$ cat src/rtl/fht_but_pipe.sv
// Radix-2 FHT butterfly: y0/y1 = x0 +/- (cos*x1 + sin*x2), three register stages,
// valid/ready flow control with a global stall, optional halving, output saturation
// and a saturating count of clipped output samples.
module fht_but_pipe #(
    parameter int unsigned D_BIT      = 16,
    parameter int unsigned W_BIT      = 16,
    parameter int unsigned SCALE_MODE = 1,
    parameter int unsigned OVF_BIT    = 16
) (
    input  logic                      iCLK,
    input  logic                      iRESET,
    input  logic                      iVALID,
    output logic                      oREADY,
    input  logic signed [D_BIT-1:0]   iX_0,
    input  logic signed [D_BIT-1:0]   iX_1,
    input  logic signed [D_BIT-1:0]   iX_2,
    input  logic signed [W_BIT-1:0]   iSIN,
    input  logic signed [W_BIT-1:0]   iCOS,
    output logic                      oVALID,
    input  logic                      iREADY,
    output logic signed [D_BIT-1:0]   oY_0,
    output logic signed [D_BIT-1:0]   oY_1,
    output logic                      oOVF,
    input  logic                      iCLR_CNT,
    output logic [OVF_BIT-1:0]        oOVF_CNT
);

    localparam int unsigned P_BIT = D_BIT + W_BIT;   // product width
    localparam int unsigned S_BIT = P_BIT + 1;       // product sum width
    localparam int unsigned T_BIT = D_BIT + 2;       // rotated term width
    localparam int unsigned A_BIT = D_BIT + 3;       // exact butterfly width
    localparam int unsigned SHIFT = W_BIT - 2;       // twiddle unity exponent

    localparam logic signed [S_BIT-1:0] RND   = S_BIT'(2 ** (W_BIT - 3));
    localparam logic signed [A_BIT-1:0] ONE_A = A_BIT'(1);
    localparam logic signed [A_BIT-1:0] MAX_A = A_BIT'((2 ** (D_BIT - 1)) - 1);
    localparam logic signed [A_BIT-1:0] MIN_A = -MAX_A - ONE_A;

    logic                      en;
    logic                      v1;
    logic                      v2;
    logic signed [P_BIT-1:0]   p1_q;
    logic signed [P_BIT-1:0]   p2_q;
    logic signed [D_BIT-1:0]   x0_1;
    logic signed [D_BIT-1:0]   x0_2;
    logic signed [S_BIT-1:0]   s_c;
    logic signed [T_BIT-1:0]   t_c;
    logic signed [T_BIT-1:0]   t_q;
    logic signed [A_BIT-1:0]   a_c;
    logic signed [A_BIT-1:0]   b_c;
    logic signed [A_BIT-1:0]   as_c;
    logic signed [A_BIT-1:0]   bs_c;
    logic signed [D_BIT-1:0]   ya_c;
    logic signed [D_BIT-1:0]   yb_c;
    logic                      clip_a;
    logic                      clip_b;

    // Whole pipeline advances together unless a valid output is being held
    assign en     = iREADY | ~oVALID;
    assign oREADY = en;

    // S1: twiddle products, x0 delayed alongside
    always_ff @(posedge iCLK or negedge iRESET) begin
        if (!iRESET) begin
            v1   <= 1'b0;
            p1_q <= '0;
            p2_q <= '0;
            x0_1 <= '0;
        end else if (en) begin
            v1 <= iVALID;
            if (iVALID) begin
                p1_q <= P_BIT'(iCOS) * P_BIT'(iX_1);
                p2_q <= P_BIT'(iSIN) * P_BIT'(iX_2);
                x0_1 <= iX_0;
            end
        end
    end

    // S2 combinational: sum products and rescale by the twiddle unity with rounding
    always_comb begin
        s_c = S_BIT'(p1_q) + S_BIT'(p2_q) + RND;
        t_c = T_BIT'(s_c >>> SHIFT);
    end

    // S2: rotated term register
    always_ff @(posedge iCLK or negedge iRESET) begin
        if (!iRESET) begin
            v2   <= 1'b0;
            t_q  <= '0;
            x0_2 <= '0;
        end else if (en) begin
            v2 <= v1;
            if (v1) begin
                t_q  <= t_c;
                x0_2 <= x0_1;
            end
        end
    end

    // S3 combinational: exact butterfly, optional round-half-up halving
    always_comb begin
        a_c  = A_BIT'(x0_2) + A_BIT'(t_q);
        b_c  = A_BIT'(x0_2) - A_BIT'(t_q);
        as_c = (SCALE_MODE != 0) ? ((a_c + ONE_A) >>> 1) : a_c;
        bs_c = (SCALE_MODE != 0) ? ((b_c + ONE_A) >>> 1) : b_c;
    end

    // S3 combinational: clamp both results into the output range
    always_comb begin
        ya_c   = as_c[D_BIT-1:0];
        yb_c   = bs_c[D_BIT-1:0];
        clip_a = 1'b0;
        clip_b = 1'b0;
        if (as_c > MAX_A) begin
            ya_c   = MAX_A[D_BIT-1:0];
            clip_a = 1'b1;
        end else if (as_c < MIN_A) begin
            ya_c   = MIN_A[D_BIT-1:0];
            clip_a = 1'b1;
        end
        if (bs_c > MAX_A) begin
            yb_c   = MAX_A[D_BIT-1:0];
            clip_b = 1'b1;
        end else if (bs_c < MIN_A) begin
            yb_c   = MIN_A[D_BIT-1:0];
            clip_b = 1'b1;
        end
    end

    // S3: output register, held while downstream stalls
    always_ff @(posedge iCLK or negedge iRESET) begin
        if (!iRESET) begin
            oVALID <= 1'b0;
            oY_0   <= '0;
            oY_1   <= '0;
            oOVF   <= 1'b0;
        end else if (en) begin
            oVALID <= v2;
            if (v2) begin
                oY_0 <= ya_c;
                oY_1 <= yb_c;
                oOVF <= clip_a | clip_b;
            end
        end
    end

    // Overflow counter: counts transferred clipped samples, sticks at all-ones, clear wins
    always_ff @(posedge iCLK or negedge iRESET) begin
        if (!iRESET) begin
            oOVF_CNT <= '0;
        end else if (iCLR_CNT) begin
            oOVF_CNT <= '0;
        end else if (oVALID && iREADY && oOVF && (oOVF_CNT != '1)) begin
            oOVF_CNT <= oOVF_CNT + OVF_BIT'(1);
        end
    end

endmodule
$ cat config.mk
export PLATFORM = sky130hd
export DESIGN_NAME = fht_but_pipe
export DESIGN_NICKNAME = d
export VERILOG_FILES = /design/src/rtl/fht_but_pipe.sv
export SDC_FILE = /design/constraint.sdc
export NUM_CORES = 2
export LEC_CHECK = 0
export CORE_UTILIZATION = 55
export CTS_BUF_LIST = sky130_fd_sc_hd__clkbuf_2
export DETAILED_ROUTE_END_ITERATION = 8
export GPL_TIMING_DRIVEN = 0
export PLACE_DENSITY = 0.8
export SLEW_MARGIN = 0
export SYNTH_ARGS = -nofsm -noshare
export SYNTH_HDL_FRONTEND = slang
export SYNTH_SLANG_ARGS = --single-unit
$ cat constraint.sdc
create_clock -name iCLK -period 6 [get_ports iCLK]
set_input_delay 1.2 -clock iCLK [delete_from_list [all_inputs] [get_ports iCLK]]
set_output_delay 1.2 -clock iCLK [all_outputs]
set_load 0.02 [all_outputs]
==> run_results.csv <==
group,metric,value,unit
outcome,status,"finished with violations",
outcome,violations,"negative setup slack",
synth,synthFlopType,"dfrtp_1",
sta,maxSlewViolCount,0,
cts,cts_buffers,17,
sta,fin_crit,6880,ps
worst_setup_path,critPathMaxFanout,10,
placed_design,gp_congestion,0.955,
cts,clockBufferDepth,2,
sta,setup_slack,-880,ps
synth,postSynthNetCount,3995,
sta,fmax,145,MHz
placed_design,pre_cts_slack,-2500,ps
sta,finalCritPeriodShare,1.15,
worst_setup_path,path_class,"input pin to register",
sta,hold_viol,0,
synth,synth-seq-area-share,0.143,
layout,fin_nets,4274,
synth,yosysTopAreaCell,"fa_1",
routing,route.detailed.drc,0,
sta,finalSetupViolCount,15,
cts,htree_levels,4,
worst_setup_path,cp-end-kind,"register",
floorplan,pin_count,136,
routing,vias_per_cell,5.70,
cts,clkLatencyLatePin,800,ps
routing,num_vias,23300,
cts,cts_tree,"yes",
layout,syn_to_final_growth,18.1,%
sta,fin_tns_setup,-4130,ps
routing,first_pass_iters,6,
layout,utilization,0.663,
sta,skew,43.4,ps
synth,syn_avg_cell_area,9.35,sq um
synth,ys_seq_elements,166,
grt,gr-usage-all-layers,0.281,
synth,synth.distinct_cells,67,
grt,grt_start_max_net_pins,119,
floorplan,dieArea,53800,sq um
cts,cts-root-buf,"clkbuf_2",
worst_setup_path,cp.required,6680,ps
synth,syn-instance-count,3109,
synth,yosys_warnings,0,
synth,synth-edff-count,0,
layout,drive_above_1_share,0.158,
sta,rsz0062_at_grt,"yes",
floorplan,die_x,232,um
layout,mostFrequentLayoutCells,"583 x inv_1, 490 x fa_1, 337 x nand2_1",
floorplan,row_count,83,
synth,synth.top_cells.by_area,"fa_1 36%, dfrtp_1 14%, ha_1 12%",
synth,syn_area,29100,sq um
cts,path_clk_slew,280,ps
sta,tightest_slew,683,ps
cts,cts_hold_buf,0,
sta,relSlewSlack,0.539,
grt,grt_pass1_vias,24400,
routing,ant_nets,0,
grt,antenna_found_initial,3,
placed_design,port-buffer-count,134,
min_path,hp-class,"input pin to async pin",
floorplan,die_h,232,um
cts,cts_sinks,166,
synth,ys_async_sr_fraction,1.00,
routing,wl,76200,um
worst_setup_path,arrival,7560,ps
grt,overflow,0,
synth,synth.top_cell.area_share,0.362,
floorplan,core,51700,sq um
sta,whs,222,ps
worst_setup_path,start_kind,"input pin",
routing,drtIter0Drc,1943,
layout,final_common_cell,"inv_1",
placed_design,dp_hpwl,57300,um
run,cap_violations,0,
routing,wl_per_cell,18.7,um
grt,grt_pass1_wl,119000,um
floorplan,start_util,0.562,
==> registers in the layout, indices dropped and copies added, names as in the netlist, 16 cells and up <==
| register | count |
|---|---|
| oOVF_CNT | 16 |
| p2_q | 32 |
| x0_1 | 16 |
| x0_2 | 16 |
| p1_q | 32 |
| t_q | 18 |
| oY_1 | 16 |
| oY_0 | 16 |
==> final timing paths <==
check | start | to | slack, ps | cells after the start
max in group asynchronous | iRESET | p1_q[23] | 4800 | 2
worst max register to register | t_q[1] | oY_1[1] | 1690 | 15
worst min register to register | v2 | oVALID | 480 | 2
min in group iCLK | v2 | oVALID | 480 | 2
worst max-delay path | iX_2[9] | p2_q[30] | -880 | 23
worst min-delay path | iRESET | oY_0[15] | 220 | 1
==> through the flow <==
step,std cells,instance area [sq um]
after global routing,4082,34300
final,4082,34300
after detailed placement,3924,31800
after CTS,4050,33600
after floorplan,3109,29600
after global placement,3923,31700
==> repair_timing <==
item / 4_1_cts / 5_1_grt
setup buffers: 87 / 32
pin swaps: 83 / 94
resized for setup: 602 / 166
gates cloned: 7 / 1
endpoints found under the setup margin: 36 / 24
==> logic make-up (layout without fill, tap and decap cells) <==
family	Yosys count	after routing	share of synthesized area
buf+inv	713	1005	0.0925
xor+xnor	131	131	0.0395
flops	166	166	0.143
other cells	0	1	0
fa+ha+maj	801	801	0.481
mux	44	44	0.0170
simple gates	852	852	0.141
compound gates	402	402	0.0865
==> critical path, cell delays in order <==
cell       delay [ps]
buf_8             140
clkbuf_16         180
nand2_1           110
fa_1              670
inv_2              70
fa_1              480
fa_1              580
fa_1              450
fa_1              490
inv_1              50
fa_1              490
inv_2              40
ha_4              210
a21o_1            170
a21o_1            150
a211o_1           280
a221o_1           320
a21o_1            200
a221o_1           370
or4_1             420
a31oi_1           180
xor2_1            210
o21ai_1            80
==> cell type report <==
cell class | count | area (sq um)
well taps | 680 | 851
multi-input cells | 2230 | 23100
clock buffers | 18 | 90.1
fillers | 3816 | 17400
flip-flops and latches | 166 | 4150
clock inverters | 14 | 178
repair buffers | 260 | 2490
diodes | 1 | 2.50
inverters | 616 | 2310
plain buffers | 97 | 1170
==> Yosys cell counts (8+ instances only) <==
| cell type | count |
|---|---|
| a21o_1 | 40 |
| dfrtp_1 | 166 |
| o21a_1 | 12 |
| mux2_2 | 43 |
| o31ai_1 | 11 |
| clkbuf_1 | 92 |
| ha_1 | 275 |
| fa_1 | 526 |
| a31oi_1 | 13 |
| a211o_1 | 8 |
| a21oi_1 | 123 |
| a211oi_1 | 11 |
| nand4_1 | 11 |
| nand3_1 | 26 |
| nand2_1 | 353 |
| nor2b_1 | 8 |
| o21bai_1 | 12 |
| xnor2_1 | 90 |
| or3_1 | 10 |
| and2_1 | 250 |
| nor2_1 | 123 |
| o211ai_1 | 8 |
| xor2_1 | 41 |
| o22a_1 | 17 |
| nand2b_1 | 23 |
| inv_1 | 616 |
| nor3_1 | 19 |
| and3_1 | 13 |
| o21ai_0 | 108 |
==> metal layers <==
metal | up-vias | track usage | routed length (um)
li1 | 10200 | - | -
met3 | 361 | 0.0435 | 6330
met1 | 11600 | 0.350 | 28500
met4 | 2 | 0.136 | 4210
met2 | 1116 | 0.478 | 37100
met5 | - | 0 | 54
Power is left out: the tool's default activity adds up to more than one toggle a clock period on the data nets, which glitch-free logic cannot reach.
